==> config.mk <==
export PLATFORM = sky130hd
export DESIGN_NAME = vec_dot_product_pipe_flat
export DESIGN_NICKNAME = d
export VERILOG_FILES = /design/src/rtl/vec_dot_product_pipe_if.sv /design/src/rtl/vec_dot_product_pipe.sv /design/src/flat_wrapper.sv
export SDC_FILE = /design/constraint.sdc
export NUM_CORES = 1
export LEC_CHECK = 0
export CAP_MARGIN = 20
export CORE_MARGIN = 8
export CORE_UTILIZATION = 60
export DETAILED_ROUTE_END_ITERATION = 16
export PLACE_DENSITY_LB_ADDON = 0.05
export SETUP_SLACK_MARGIN = 0.15
export SYNTH_ARGS = -nofsm -noshare
export SYNTH_HDL_FRONTEND = slang
export SYNTH_SLANG_ARGS = --single-unit
==> constraint.sdc <==
create_clock -name clk -period 7.3 [get_ports clk]
set_input_delay 1.46 -clock clk [delete_from_list [all_inputs] [get_ports clk]]
set_output_delay 1.46 -clock clk [all_outputs]
set_load 0.05 [all_outputs]
==> src/rtl/vec_dot_product_pipe_if.sv <==
// Purpose: bundles the element load/read-back port and the start/busy/done
//          result port of vec_dot_product_pipe into one interface.
// Latency: n/a (wires only).
// Backpressure: n/a; writes and start are dropped by the slave while busy.
//
// Signals:
//   we_a / we_b / wr_addr / wr_data : element writes into vector A and/or B
//   rd_addr -> rd_a / rd_b          : combinational element read-back
//   signed_mode / start             : computation request
//   busy / done / result / result_valid / ovf : computation status and result
// Modports: master = loader/display side, slave = dot-product unit.

interface vec_dot_product_pipe_if #(
  parameter int N     = 4,
  parameter int W     = 8,
  parameter int ACC_W = 16
);
  localparam int AW = $clog2(N);

  logic             we_a;
  logic             we_b;
  logic [AW-1:0]    wr_addr;
  logic [W-1:0]     wr_data;
  logic [AW-1:0]    rd_addr;
  logic [W-1:0]     rd_a;
  logic [W-1:0]     rd_b;
  logic             signed_mode;
  logic             start;
  logic             busy;
  logic             done;
  logic [ACC_W-1:0] result;
  logic             result_valid;
  logic             ovf;

  modport master (
    output we_a, we_b, wr_addr, wr_data, rd_addr, signed_mode, start,
    input  rd_a, rd_b, busy, done, result, result_valid, ovf
  );

  modport slave (
    input  we_a, we_b, wr_addr, wr_data, rd_addr, signed_mode, start,
    output rd_a, rd_b, busy, done, result, result_valid, ovf
  );
endinterface

==> src/rtl/vec_dot_product_pipe.sv <==
// Purpose: N-element dot product of two W-bit register banks, unsigned or
//          signed, wrap or saturate into ACC_W bits, 2-stage multiply/accumulate.
// Latency: start accepted at edge T0, done pulses after edge T(N+2).
// Backpressure: none queued; start and element writes are ignored while busy.
//
// Ports:
//   clk, rst_n : clock and asynchronous active-low reset
//   bus        : vec_dot_product_pipe_if.slave (write port, read-back port,
//                start/busy/done handshake, result/result_valid/ovf)

module vec_dot_product_pipe #(
  parameter int N     = 4,
  parameter int W     = 8,
  parameter int ACC_W = 16,
  parameter int SAT   = 0
) (
  input  logic                  clk,
  input  logic                  rst_n,
  vec_dot_product_pipe_if.slave bus
);

  localparam int AW     = $clog2(N);
  localparam int PROD_W = 2 * W;
  // Wide enough that N products of either signedness can never overflow.
  localparam int SUM_W  = 2 * W + $clog2(N) + 1;
  // One bit more than both the sum and the result so the range compares
  // below are plain signed compares whatever the relative sizes.
  localparam int EXT_W  = ((SUM_W > ACC_W) ? SUM_W : ACC_W) + 1;

  localparam logic [AW:0]   N_L  = N[AW:0];
  localparam logic [AW-1:0] LAST = AW'(N - 1);

  // Range bounds of the result, sign-extended to EXT_W.
  localparam logic signed [EXT_W-1:0] UMAX = {{(EXT_W - ACC_W){1'b0}}, {ACC_W{1'b1}}};
  localparam logic signed [EXT_W-1:0] SMAX = {{(EXT_W - ACC_W + 1){1'b0}}, {(ACC_W - 1){1'b1}}};
  localparam logic signed [EXT_W-1:0] SMIN = {{(EXT_W - ACC_W + 1){1'b1}}, {(ACC_W - 1){1'b0}}};

  // Same bounds at result width, used as the clamp values.
  localparam logic [ACC_W-1:0] RES_UMAX = {ACC_W{1'b1}};
  localparam logic [ACC_W-1:0] RES_SMAX = {1'b0, {(ACC_W - 1){1'b1}}};
  localparam logic [ACC_W-1:0] RES_SMIN = {1'b1, {(ACC_W - 1){1'b0}}};

  typedef enum logic [1:0] {
    IDLE   = 2'd0,
    RUN    = 2'd1,
    DRAIN  = 2'd2,
    FINISH = 2'd3
  } state_t;

  // ---------------------------------------------------------------------
  // State
  // ---------------------------------------------------------------------
  logic [W-1:0]      a_mem [N];
  logic [W-1:0]      b_mem [N];

  state_t            state_q;
  logic [AW-1:0]     idx_q;
  logic              mode_q;      // signed_mode latched at start
  logic [PROD_W-1:0] prod_q;      // stage-1 product register
  logic              prod_vld_q;  // prod_q holds a product still to be added
  logic [SUM_W-1:0]  acc_q;       // stage-2 accumulator
  logic              busy_q;
  logic              done_q;
  logic [ACC_W-1:0]  result_q;
  logic              result_valid_q;
  logic              ovf_q;

  // ---------------------------------------------------------------------
  // Write port
  // ---------------------------------------------------------------------
  logic wr_addr_ok;
  logic wr_en_a;
  logic wr_en_b;
  logic wr_any;

  // Out-of-range addresses only exist when N is not a power of two.
  assign wr_addr_ok = ({1'b0, bus.wr_addr} < N_L);
  assign wr_en_a    = bus.we_a && !busy_q && wr_addr_ok;
  assign wr_en_b    = bus.we_b && !busy_q && wr_addr_ok;
  assign wr_any     = wr_en_a || wr_en_b;

  always_ff @(posedge clk or negedge rst_n) begin
    if (!rst_n) begin
      for (int i = 0; i < N; i++) begin
        a_mem[i] <= '0;
        b_mem[i] <= '0;
      end
    end else begin
      if (wr_en_a) a_mem[bus.wr_addr] <= bus.wr_data;
      if (wr_en_b) b_mem[bus.wr_addr] <= bus.wr_data;
    end
  end

  // ---------------------------------------------------------------------
  // Read-back port (live at all times, zero for unused addresses)
  // ---------------------------------------------------------------------
  logic rd_addr_ok;
  assign rd_addr_ok = ({1'b0, bus.rd_addr} < N_L);

  always_comb begin
    bus.rd_a = '0;
    bus.rd_b = '0;
    if (rd_addr_ok) begin
      bus.rd_a = a_mem[bus.rd_addr];
      bus.rd_b = b_mem[bus.rd_addr];
    end
  end

  // ---------------------------------------------------------------------
  // Datapath
  // ---------------------------------------------------------------------
  logic signed [W:0]        mul_a;
  logic signed [W:0]        mul_b;
  logic [PROD_W-1:0]        prod_next;
  logic [SUM_W-1:0]         prod_ext;
  logic signed [EXT_W-1:0]  acc_ext;
  logic                     ovf_next;
  logic [ACC_W-1:0]         res_next;

  // One extra bit per operand lets a single signed multiplier serve both
  // modes: zero-extend for unsigned, sign-extend for signed. The product of
  // W-bit operands always fits in 2W bits in either mode.
  assign mul_a     = {mode_q & a_mem[idx_q][W-1], a_mem[idx_q]};
  assign mul_b     = {mode_q & b_mem[idx_q][W-1], b_mem[idx_q]};
  assign prod_next = PROD_W'(mul_a * mul_b);

  assign prod_ext  = {{(SUM_W - PROD_W){mode_q & prod_q[PROD_W-1]}}, prod_q};
  assign acc_ext   = {{(EXT_W - SUM_W){mode_q & acc_q[SUM_W-1]}}, acc_q};

  always_comb begin
    ovf_next = 1'b0;
    res_next = acc_ext[ACC_W-1:0];
    if (mode_q) begin
      ovf_next = (acc_ext > SMAX) || (acc_ext < SMIN);
    end else begin
      ovf_next = (acc_ext > UMAX);
    end
    if (ovf_next && (SAT != 0)) begin
      if (!mode_q) begin
        res_next = RES_UMAX;
      end else if (acc_ext[EXT_W-1]) begin
        res_next = RES_SMIN;
      end else begin
        res_next = RES_SMAX;
      end
    end
  end

  // ---------------------------------------------------------------------
  // Control FSM with multiply/accumulate pipeline and registered outputs
  // ---------------------------------------------------------------------
  always_ff @(posedge clk or negedge rst_n) begin
    if (!rst_n) begin
      state_q        <= IDLE;
      idx_q          <= '0;
      mode_q         <= 1'b0;
      prod_q         <= '0;
      prod_vld_q     <= 1'b0;
      acc_q          <= '0;
      busy_q         <= 1'b0;
      done_q         <= 1'b0;
      result_q       <= '0;
      result_valid_q <= 1'b0;
      ovf_q          <= 1'b0;
    end else begin
      done_q <= 1'b0;

      // Vectors changed under a finished result; result/ovf keep their value.
      if (wr_any) result_valid_q <= 1'b0;

      // Accumulate stage trails the multiply stage by one edge (T2..T(N+1)).
      if (prod_vld_q) acc_q <= acc_q + prod_ext;

      case (state_q)
        IDLE: begin
          if (bus.start) begin
            mode_q     <= bus.signed_mode;
            acc_q      <= '0;
            idx_q      <= '0;
            prod_vld_q <= 1'b0;
            busy_q     <= 1'b1;
            state_q    <= RUN;
          end
        end

        RUN: begin
          prod_q     <= prod_next;
          prod_vld_q <= 1'b1;
          if (idx_q == LAST) begin
            idx_q   <= '0;
            state_q <= DRAIN;
          end else begin
            idx_q <= idx_q + 1'b1;
          end
        end

        DRAIN: begin
          // The last product is being added this edge.
          prod_vld_q <= 1'b0;
          state_q    <= FINISH;
        end

        FINISH: begin
          result_q       <= res_next;
          ovf_q          <= ovf_next;
          result_valid_q <= 1'b1;
          done_q         <= 1'b1;
          busy_q         <= 1'b0;
          state_q        <= IDLE;
        end

        default: state_q <= IDLE;
      endcase
    end
  end

  assign bus.busy         = busy_q;
  assign bus.done         = done_q;
  assign bus.result       = result_q;
  assign bus.result_valid = result_valid_q;
  assign bus.ovf          = ovf_q;

endmodule

==> src/flat_wrapper.sv <==
// flat-port wrapper written by rule: the top's interface ports become plain ports
module vec_dot_product_pipe_flat 
#(
  parameter int N     = 4,
  parameter int W     = 8,
  parameter int ACC_W = 16,
  parameter int SAT   = 0
)
  (clk, rst_n, bus_we_a, bus_we_b, bus_wr_addr, bus_wr_data, bus_rd_addr, bus_signed_mode, bus_start, bus_rd_a, bus_rd_b, bus_busy, bus_done, bus_result, bus_result_valid, bus_ovf);
  vec_dot_product_pipe_if #(.N(N), .W(W), .ACC_W(ACC_W)) bus_i ();
  input  logic clk;
  input  logic rst_n;
  input wire logic [$bits(bus_i.we_a)-1:0] bus_we_a;
  input wire logic [$bits(bus_i.we_b)-1:0] bus_we_b;
  input wire logic [$bits(bus_i.wr_addr)-1:0] bus_wr_addr;
  input wire logic [$bits(bus_i.wr_data)-1:0] bus_wr_data;
  input wire logic [$bits(bus_i.rd_addr)-1:0] bus_rd_addr;
  input wire logic [$bits(bus_i.signed_mode)-1:0] bus_signed_mode;
  input wire logic [$bits(bus_i.start)-1:0] bus_start;
  output wire logic [$bits(bus_i.rd_a)-1:0] bus_rd_a;
  output wire logic [$bits(bus_i.rd_b)-1:0] bus_rd_b;
  output wire logic [$bits(bus_i.busy)-1:0] bus_busy;
  output wire logic [$bits(bus_i.done)-1:0] bus_done;
  output wire logic [$bits(bus_i.result)-1:0] bus_result;
  output wire logic [$bits(bus_i.result_valid)-1:0] bus_result_valid;
  output wire logic [$bits(bus_i.ovf)-1:0] bus_ovf;
  assign bus_i.we_a = bus_we_a;
  assign bus_i.we_b = bus_we_b;
  assign bus_i.wr_addr = bus_wr_addr;
  assign bus_i.wr_data = bus_wr_data;
  assign bus_i.rd_addr = bus_rd_addr;
  assign bus_i.signed_mode = bus_signed_mode;
  assign bus_i.start = bus_start;
  assign bus_rd_a = bus_i.rd_a;
  assign bus_rd_b = bus_i.rd_b;
  assign bus_busy = bus_i.busy;
  assign bus_done = bus_i.done;
  assign bus_result = bus_i.result;
  assign bus_result_valid = bus_i.result_valid;
  assign bus_ovf = bus_i.ovf;
  vec_dot_product_pipe #(.N(N), .W(W), .ACC_W(ACC_W), .SAT(SAT)) u_core (.clk(clk), .rst_n(rst_n), .bus(bus_i));
endmodule
Word level (Yosys, flattened, before mapping). Cells that the tools add are included.

Logic and storage cells: 91. Register bits after elaboration: 125.

Muxes and demuxes: 33. Add/sub/neg operators: 2. Bitwise gates (word level): 7. Reductions and logical operators: 16. Eq/ne operators: 6. Multiply operators: 1. Order comparisons: 7.

Operators by type and width (count): $mux 8 (9); $bmux 8 s2 (4); $bwmux 32 (2); $mux 19 (3); $gt 20x16->1 const B (1); $gt 20x17->1 const B (1); $lt 20x16->1 const B (1); $add 19x19->19 (1); $demux 8 s2 (1); $mul 9x9->16 (1); $reduce_and 2->1 (5); $ge 3x3->1 const B (3); $not 2->3 (3); $mux 2 (4); $pmux 2 s4 (1); $eq 2x2->1 const B (3); $mux 1 (6); $reduce_bool 2->1 (3); $and 1x1->1 (4); $pmux 2 s2 (1); $logic_and 1x1->1 (3); $lt 3x1->1 const B (1); $pmux 1 s3 (1); $reduce_bool 3->1 (1); 8 further kinds (9).

Logic depth before layout (Yosys ltp). Gate-level depths: netlist of run 1.

Depth after elaboration: 6. Depth in mapped cells: 22. Gate-level depth less buffers: 20.

Worst setup path after synthesis of run 1. OpenSTA, ideal clock, no wires.

Kind: reg2reg. From: register u_core.idx_q[0]. To: register u_core.prod_q[12]. Setup slack: 1536 ps. Cell stages (with the launch flop): 20. Period minus slack after synthesis: 5764 ps. Buffers on the path: 2. Arrival time: 5648 ps. Required time: 7184 ps. Cells stage by stage: dfrtp_1 -> buf_6 -> buf_2 -> mux4_2 -> or2_2 -> fa_1 -> fa_1 -> inv_1 -> fa_1 -> fa_1 -> inv_1 -> fa_1 -> inv_1 -> ha_1 -> inv_1 -> o21bai_1 -> a21oi_1 -> o21ai_0 -> a2111o_1 -> o311ai_0.

Cells in the longest elaborated chain, start to end: 6. Elaborated cells between the ends (all ways): 10. Classes of those cells: 1 x mul; 6 x mux; 3 x bitwise.

RTL lines: from (decl) (line vec_dot_product_pipe.sv:57) `logic [AW-1:0] idx_q;`; from (signal assigned) (line vec_dot_product_pipe.sv:193) `idx_q <= idx_q + 1'b1;`; $not 2->3 (not written as such) * (line vec_dot_product_pipe.sv:123, vec_dot_product_pipe.sv:124); $bmux 8 s2, on equally long branches (line vec_dot_product_pipe.sv:123, vec_dot_product_pipe.sv:124); $mux 8, on equally long branches (2 in a row) (line vec_dot_product_pipe.sv:123, vec_dot_product_pipe.sv:124); $and 1x1->1, on equally long branches (line vec_dot_product_pipe.sv:123, vec_dot_product_pipe.sv:124); $mul 9x9->16 * (line vec_dot_product_pipe.sv:125) `assign prod_next = PROD_W'(mul_a * mul_b);`; to (signal assigned) (line vec_dot_product_pipe.sv:187) `prod_q <= prod_next;`; to (decl) (line vec_dot_product_pipe.sv:59) `logic [PROD_W-1:0] prod_q;`.

Mark *: on every way between the ends. The rest lies on a longest branch, timed or not. The select of a mux whose other input is x is not followed. A chain may end at the register's enable or synchronous reset.

Worst setup path after layout of run 1.
From: register u_core.idx_q[1]. To: register u_core.prod_q[12].

Same word-level chain as after synthesis.

==> impl_metrics.env, run 1 <==
export IMPL_io_pins=54
export IMPL_die_area_sq_um=19500
export IMPL_gp_congestion=0.939
export IMPL_synth_top_cell_area_share_pct=34.2
export IMPL_synth_area_leader_cell="dfrtp_1"
export IMPL_ys_seq_area_share_pct=34.2
export IMPL_drive_above_1_share_pct=20.9
export IMPL_ant_nets=0
export IMPL_criticalPathCategory="reg2reg"
export IMPL_timing_setup_tns_ps=0
export IMPL_cts_max_level=4
export IMPL_std_cell_rows=45
export IMPL_yosysWarnings=0
export IMPL_cts_buffer_depth=2
export IMPL_nets=962
export IMPL_synth_nets=908
export IMPL_drt_pass1_iterations=5
export IMPL_cts_root_buf="clkbuf_16"
export IMPL_relSlewSlack_pct=26.0
export IMPL_fin_crit_ps=6280
export IMPL_async_flop_share_pct=100
export IMPL_worstPathRequired_ps=7590
export IMPL_core_area_sq_um=15000
export IMPL_slew_violations=0
export IMPL_instances_no_fill=1025
export IMPL_dpl_hpwl_microns=15500
export IMPL_crit_path_end="u_core.prod_q[12]"
export IMPL_synth_cell_types=56
export IMPL_status="finished, final reports clean"
export IMPL_reg2reg_from="u_core.idx_q[1]"
export IMPL_worstSkewPairLatency_ps=420
export IMPL_tritoncts_num_sinks=125
export IMPL_drc=0
export IMPL_post_place_cells=993
export IMPL_grt_total_usage_pct=22.6
export IMPL_timing_final_crit_share_pct=86.1
export IMPL_initial_core_util_pct=60.8
export IMPL_endpoint_kind="flop"
export IMPL_grt_pass1_vias=6625
export IMPL_synthCells=770
export IMPL_area_delta_synth_final_pct=13.7
export IMPL_die_y_microns=139
export IMPL_mostFrequentLayoutCell="dfrtp_1"
export IMPL_layout_common_cells="dfrtp_1 (125), mux2_2 (92), inv_1 (82)"
export IMPL_worstPathMaxFanout=18
export IMPL_yosys_most_used_dff="dfrtp_1"
export IMPL_grt_setup_unrepaired="no"
export IMPL_tightestPinTransition_ps=1110
export IMPL_io_buffers=53
export IMPL_yosys_register_bits=125
export IMPL_antennaDiodeCount=0
export IMPL_clk_pin_slew_ps=60
export IMPL_synth_area_leaders="dfrtp_1 (34%), fa_1 (14%), mux2_2 (11%)"
export IMPL_grt_pass1_wl_microns=34500
export IMPL_wl_per_cell_microns=20.5
export IMPL_crit_start="u_core.idx_q[1]"
export IMPL_finalWirelength_microns=21000
export IMPL_crit_arrival_ps=6580
export IMPL_avgSynthCellArea_sq_um=11.9
export IMPL_cts_tree="yes"
export IMPL_skew_ps=8.82
export IMPL_cp_start_kind="flop"
export IMPL_placed_cell_area_sq_um=9840
export IMPL_num_vias=6105
export IMPL_die_w_microns=139
export IMPL_hold_buffers=0
export IMPL_grt_max_degree=75
export IMPL_via_per_inst=5.96
export IMPL_netlist_area_sq_um=9150
export IMPL_cts_setup_buffers=0
export IMPL_reg2reg_slack_ps=1020
export IMPL_fmax_mhz=159
export IMPL_hp_class="reg2reg"
export IMPL_stdcell_area_sq_um=10400
export IMPL_antenna_found_initial=0
export IMPL_ctsResizeCount=0
export IMPL_r2r_end="u_core.prod_q[12]"
export IMPL_hold_violations=0
export IMPL_drv_cap=0
export IMPL_cts_inserted_buffers=17
export IMPL_dr_first_iter_drc_count=343
export IMPL_grt_overflow_total=0
export IMPL_reg2reg_depth=18
export IMPL_setup_viol=0
export IMPL_synth_edf_count=0
==> worst max-delay path, stage by stage, from the launching register on <==
cell      delay, ps
dfrtp_1         870
mux4_2          490
nand2_1         230
or2_2           370
fa_1            510
fa_1            550
inv_1            60
fa_1            500
fa_1            550
inv_1            50
fa_1            510
inv_1            40
ha_1            330
inv_1            70
o21bai_1         80
a21oi_1         280
o21ai_0         160
a2111o_1        420
o311ai_0        100
==> logic make-up (layout without fill, tap and decap cells) <==
| group | Yosys count | after routing | share of synthesized area (%) |
|---|---|---|---|
| AOI/OAI and AO/OA | 87 | 87 | 7.10 |
| xor gates and xnor gates | 29 | 29 | 2.78 |
| adders and majority gates | 120 | 120 | 21.7 |
| buffers and inverters | 105 | 172 | 4.45 |
| DFF | 125 | 125 | 34.2 |
| muxes | 137 | 137 | 20.6 |
| and+or+nand+nor | 167 | 167 | 9.18 |
==> metal layers <==
| layer | share of wire [%] | global-route usage [%] | vias up |
|---|---|---|---|
| li1 | - | - | 2776 |
| met1 | 43 | 28.9 | 3142 |
| met2 | 50 | 37.7 | 155 |
| met3 | 4.8 | 4.27 | 32 |
| met4 | 1.9 | 8.15 | 0 |
| met5 | 0 | 0 | - |
==> cell type report <==
cell class / instances / area [sq um]
repair buffers: 57 / 558
flip-flops and latches: 125 / 3130
clock buffers: 19 / 433
multi-input cells: 540 / 5610
well taps: 188 / 235
clock inverters: 13 / 118
inverters: 83 / 312
fillers: 1109 / 4640
==> registers in the layout, summed over array words and instances (netlist names), 2 cells and up <==
signal,count
u_core.a_mem,32
u_core.b_mem,32
u_core.acc_q,19
u_core.bus.result,16
u_core.prod_q,16
u_core.idx_q,2
u_core.state_q,2
==> synth_stat cells (all sizes together), types with 2 or more instances <==
cell type	n
o211a	2
and3	8
or3	2
o21bai	4
nand3	4
nand4	3
clkbuf	12
o21ai	20
inv	82
a2111oi	3
nor2	34
xnor2	21
nand2b	9
mux2	92
o21a	6
nand3b	2
a21oi	17
o31ai	5
mux2i	13
fa	64
nand2	49
nor3	9
a21o	10
mux4	32
dfrtp	125
xor2	8
or2	4
ha	56
a211oi	8
and2	40
buf	10
nor2b	3
==> worst min path at each step <==
stage	start	end	slack, ps	cells past startpoint
floorplan	u_core.prod_q[6]	u_core.prod_q[6]	460	2
global placement	u_core.bus.result[6]	u_core.bus.result[6]	490	1
detailed placement	u_core.bus.result[1]	u_core.bus.result[1]	490	1
CTS	u_core.bus.result[4]	u_core.bus.result[4]	510	1
global route	u_core.bus.result[4]	u_core.bus.result[4]	510	1
finish	u_core.bus.result[1]	u_core.bus.result[1]	500	1
==> per-stage QoR <==
stage	setup WS (ps)	hold WS, ps	utilization, %
after CTS	1010	508	69.1
final	1020	503	69.1
after detailed placement	1020	494	65.5
after global routing	640	513	69.1
after floorplan	1540	457	-
after global placement	1160	488	65.5
Power of run 1 is left out: the tool's default activity adds up to more than one toggle a clock period on the data nets, which glitch-free logic cannot reach.
==> run 2: changes to the inputs <==
Clock period 7.3 ns to 5.8 ns, I/O delays scaled along.
==> run 2 against run 1 <==
Compared with the run above: clock skew up 1.7 ps; design area is 2.8% higher; wire length rose by 0.67%; count of clock-buffer cells in the layout fell by 2; global-route usage about the same; sequential share of layout area is 0.79 points lower; critical path type unchanged.
==> impl_metrics.env, run 2 (synthesis gave the netlist of run 1 again) <==
export IMPL_timing_final_crit_share_pct=94.1
export IMPL_hold_buffers=0
export IMPL_cts_tree="yes"
export IMPL_setup_viol=0
export IMPL_status="finished, final reports clean"
export IMPL_grt_setup_unrepaired="yes"
export IMPL_grt_pass1_vias=6739
export IMPL_grt_max_degree=68
export IMPL_criticalPathCategory="reg2reg"
export IMPL_dr_max_layer_used="met4"
export IMPL_grt_total_usage_pct=22.6
export IMPL_die_area_sq_um=19500
export IMPL_nets=987
export IMPL_r2r_end="u_core.prod_q[13]"
export IMPL_grt_overflow_total=0
export IMPL_fmax_mhz=183
export IMPL_holdPathStages=1
export IMPL_ant_nets=0
export IMPL_hp_class="reg2reg"
export IMPL_antennaDiodeCount=0
export IMPL_drt_pass1_iterations=5
export IMPL_drive_above_1_share_pct=24.4
export IMPL_multiInputGateArea_sq_um=5670
export IMPL_fillers=1090
export IMPL_mostFrequentLayoutCell="dfrtp_1"
export IMPL_crit_start="u_core.idx_q[0]"
export IMPL_dr_first_iter_drc_count=381
export IMPL_slew_violations=0
export IMPL_endpoint_kind="flop"
export IMPL_io_pins=54
export IMPL_cts_inserted_buffers=17
export IMPL_hold_violations=0
export IMPL_crit_path_end="u_core.prod_q[13]"
export IMPL_skew_ps=10.5
export IMPL_fin_crit_ps=5460
export IMPL_via_per_inst=5.97
export IMPL_timing_setup_tns_ps=0
export IMPL_worstPathMaxFanout=7
export IMPL_dr_wl_met2_microns=10600
export IMPL_std_cell_rows=45
export IMPL_tritoncts_num_sinks=125
export IMPL_gp_congestion=0.913
export IMPL_layout_common_cells="dfrtp_1 (123), mux2_2 (92), inv_1 (82)"
export IMPL_die_w_microns=139
export IMPL_reg2reg_slack_ps=340
export IMPL_cts_max_level=4
export IMPL_drc=0
export IMPL_initial_core_util_pct=60.8
export IMPL_relSlewSlack_pct=26.4
export IMPL_clk_pin_slew_ps=60
export IMPL_drv_cap=0
export IMPL_dpl_hpwl_microns=15500
export IMPL_reg2reg_from="u_core.idx_q[0]"
export IMPL_wl_met1_microns=8740
export IMPL_cts_root_buf="clkbuf_16"
export IMPL_finalWirelength_microns=21100
export IMPL_grt_pass1_wl_microns=34400
export IMPL_tightestPinTransition_ps=1100
export IMPL_wl_per_cell_microns=20.1
export IMPL_io_buffers=53
export IMPL_cp_start_kind="flop"
export IMPL_wl_met3_microns=1110
export IMPL_reg_top3="u_core.a_mem: 32 flops, u_core.b_mem: 32 flops, u_core.acc_q: 19 flops"
export IMPL_die_y_microns=139
export IMPL_crit_arrival_ps=5760
export IMPL_area_delta_synth_final_pct=16.8
export IMPL_antenna_found_initial=0
export IMPL_cts_buffer_depth=2
export IMPL_num_vias=6267
export IMPL_core_area_sq_um=15000
export IMPL_worstPathRequired_ps=6110
export IMPL_worstSkewPairLatency_ps=420
export IMPL_regArea_sq_um=3130
export IMPL_reg2reg_depth=18
## run 2: cell count changes in the layout (fill, tap and decap cells not counted), sizes merged
| cell | before | now |
|---|---|---|
| clkinvlp | 2 | 3 |
| mux4 | 32 | 33 |
| clkinv | 9 | 4 |
| buf | 5 | 29 |
| inv | 84 | 91 |
| bufinv | 1 | 0 |
| clkbuf | 19 | 17 |
## run 2: layout make-up
cell class	count	share of cell area (%)
clock buffer	17	3.98
clock inverter	15	1.41
inverter	83	2.92
multi-input combinational	541	53.1
sequential	125	29.3
tap	188	2.20
timing repair buffer	81	7.10
## run 2: worst max-delay path: stages, from the launching register on
cell	delay [ps]
dfrtp_2	420
buf_8	160
mux4_2	570
buf_4	200
and2_1	170
fa_1	400
fa_1	550
inv_1	50
fa_1	480
inv_1	60
fa_1	480
ha_1	310
ha_1	350
a21o_1	180
a21oi_1	230
o211a_1	260
nor2_1	60
xor2_1	140
mux2_2	260
## run 2: routing by layer
metal	vias up	global-route usage, %
li1	2836	-
met1	3214	27.7
met2	174	37.9
met3	43	5.47
met4	0	9.19
met5	-	0
## run 2: through the flow
| stage | cell area [sq um] | std cells | setup WS, ps | util, % | hold slack [ps] |
|---|---|---|---|---|---|
| after floorplan | 9150 | 770 | 175 | - | 457 |
| after global placement | 9990 | 1012 | 263 | 66.5 | 489 |
| after detailed placement | 9990 | 1012 | 145 | 66.5 | 494 |
| after CTS | 10600 | 1046 | 190 | 70.4 | 508 |
| after global routing | 10700 | 1050 | 117 | 71.1 | 516 |
| final | 10700 | 1050 | 343 | 71.1 | 503 |
## run 2: worst min-delay path by stage
| stage | start | to | slack (ps) |
|---|---|---|---|
| after floorplan | u_core.prod_q[6] | u_core.prod_q[6] | 460 |
| after global placement | u_core.bus.result[14] | u_core.bus.result[14] | 490 |
| after detailed placement | u_core.bus.result[1] | u_core.bus.result[1] | 490 |
| after CTS | u_core.bus.result[1] | u_core.bus.result[1] | 510 |
| after global routing | u_core.bus.result[15] | u_core.bus.result[15] | 520 |
| final | u_core.bus.result[6] | u_core.bus.result[6] | 500 |
## run 2: what timing repair did
item	CTS	global route
pin swaps	0	2
cloned	0	1
setup endpoints to repair	1	5
buffers inserted	2	2
endpoints found under the hold margin	0	0
gates resized for setup	0	15
Power of run 2 is left out for the same reason.
==> run 3: changes to the inputs <==
Settings changed: CAP_MARGIN 20 to 5, CTS_CLUSTER_SIZE set to 10.
==> run 3 against run 2 <==
Compared with the run above: maximum frequency barely moved; critical path type unchanged; register-to-register slack hardly changed; highest routed layer unchanged; die area unchanged; global-route usage is the same; largest cell class unchanged; worst hold slack about the same.
==> impl_metrics.env, run 3 (synthesis gave the netlist of run 1 again) <==
export IMPL_grt_pass1_wl_microns=34400
export IMPL_wl_met1_microns=8900
export IMPL_cts_max_level=4
export IMPL_placed_cell_area_sq_um=9990
export IMPL_initial_core_util_pct=60.8
export IMPL_clk_pin_slew_ps=60
export IMPL_area_delta_synth_final_pct=16.7
export IMPL_drc=0
export IMPL_timing_setup_tns_ps=0
export IMPL_mostFrequentLayoutCell="dfrtp_1"
export IMPL_drive_above_1_share_pct=24.3
export IMPL_grt_overflow_total=0
export IMPL_dr_wl_met2_microns=10500
export IMPL_num_vias=6282
export IMPL_hold_violations=0
export IMPL_tightestPinTransition_ps=1110
export IMPL_relSlewSlack_pct=26.2
export IMPL_ant_nets=0
export IMPL_grt_total_usage_pct=22.6
export IMPL_tritoncts_num_sinks=125
export IMPL_grt_max_degree=68
export IMPL_criticalPathCategory="reg2reg"
export IMPL_instances_no_fill=1049
export IMPL_fin_crit_ps=5460
export IMPL_cts_tree="yes"
export IMPL_slew_violations=0
export IMPL_die_y_microns=139
export IMPL_post_place_cells=1012
export IMPL_drt_pass1_iterations=6
export IMPL_die_area_sq_um=19500
export IMPL_cts_inserted_buffers=17
export IMPL_drv_cap=0
export IMPL_antennaDiodeCount=0
export IMPL_crit_start="u_core.idx_q[0]"
export IMPL_fmax_mhz=183
export IMPL_endpoint_kind="flop"
export IMPL_worstPathRequired_ps=6110
export IMPL_dpl_hpwl_microns=15500
export IMPL_antenna_found_initial=0
export IMPL_skew_ps=8.43
export IMPL_cts_buffer_depth=2
export IMPL_reg_top3="u_core.a_mem: 32 flops, u_core.b_mem: 32 flops, u_core.acc_q: 19 flops"
export IMPL_via_per_inst=5.99
export IMPL_reg2reg_from="u_core.idx_q[0]"
export IMPL_io_buffers=53
export IMPL_reg2reg_depth=18
export IMPL_status="finished, final reports clean"
export IMPL_layout_common_cells="dfrtp_1 (123), mux2_2 (92), inv_1 (82)"
export IMPL_hp_class="reg2reg"
export IMPL_stdcell_area_sq_um=10700
export IMPL_dr_max_layer_used="met4"
export IMPL_finalWirelength_microns=21200
export IMPL_worstPathMaxFanout=7
export IMPL_setup_viol=0
export IMPL_worstSkewPairLatency_ps=420
export IMPL_std_cell_rows=45
export IMPL_cp_start_kind="flop"
export IMPL_holdPathStages=1
export IMPL_nets=986
export IMPL_io_pins=54
export IMPL_core_area_sq_um=15000
export IMPL_cts_root_buf="clkbuf_16"
export IMPL_dr_first_iter_drc_count=319
export IMPL_gp_congestion=0.913
export IMPL_crit_arrival_ps=5770
export IMPL_die_w_microns=139
export IMPL_final_core_util_pct=71.0
export IMPL_wl_per_cell_microns=20.2
export IMPL_grt_pass1_vias=6739
export IMPL_grt_setup_unrepaired="yes"
export IMPL_wl_met3_microns=1090
export IMPL_timing_final_crit_share_pct=94.1
export IMPL_hold_start="u_core.bus.result[6]"
==> run 3: what timing repair did <==
item                                   in CTS  in global routing
endpoints found under the hold margin       0                  0
hold buffers                                0                  0
buffers inserted                            2                  2
gates cloned                                0                  1
gates resized for setup                     0                 15
setup endpoints to repair                   1                  5
pin swaps                                   0                  2
==> run 3: worst paths after layout <==
path | end | slack [ps]
max | u_core.prod_q[13] | 340
min | u_core.bus.result[6] | 500
max reg2reg | u_core.prod_q[13] | 340
min reg2reg | u_core.bus.result[6] | 500
max in group asynchronous | u_core.idx_q[0] | 3610
min in group asynchronous | u_core.bus.result[6] | 800
==> run 3: layout make-up <==
cell class / instances / area, sq um
Clock inverter: 15 / 150
Fill cell: 1090 / 4360
Multi-Input combinational cell: 541 / 5670
Clock buffer: 17 / 425
Inverter: 83 / 312
Tap cell: 188 / 235
Timing Repair Buffer: 80 / 751
Sequential cell: 125 / 3130
==> run 3: per-layer routing <==
layer  vias up  track usage [%]
li1       2835                -
met1      3206             27.7
met2       188             37.9
met3        53             5.47
met4         0             9.19
met5         -                0
==> run 3: critical path, cell delays in order, from the launching register on <==
cell	delay, ps
dfrtp_2	420
buf_8	170
mux4_2	580
buf_4	200
and2_1	170
fa_1	400
fa_1	550
inv_1	50
fa_1	480
inv_1	60
fa_1	480
ha_1	310
ha_1	350
a21o_1	180
a21oi_1	230
o211a_1	260
nor2_1	60
xor2_1	140
mux2_2	260
==> run 3: through the flow <==
stage               setup slack [ps]  hold slack [ps]
CTS                              190              508
floorplan                        175              457
finish                           343              503
detailed placement               145              494
global route                     117              516
global placement                 263              489
Power of run 3 is left out for the same reason.
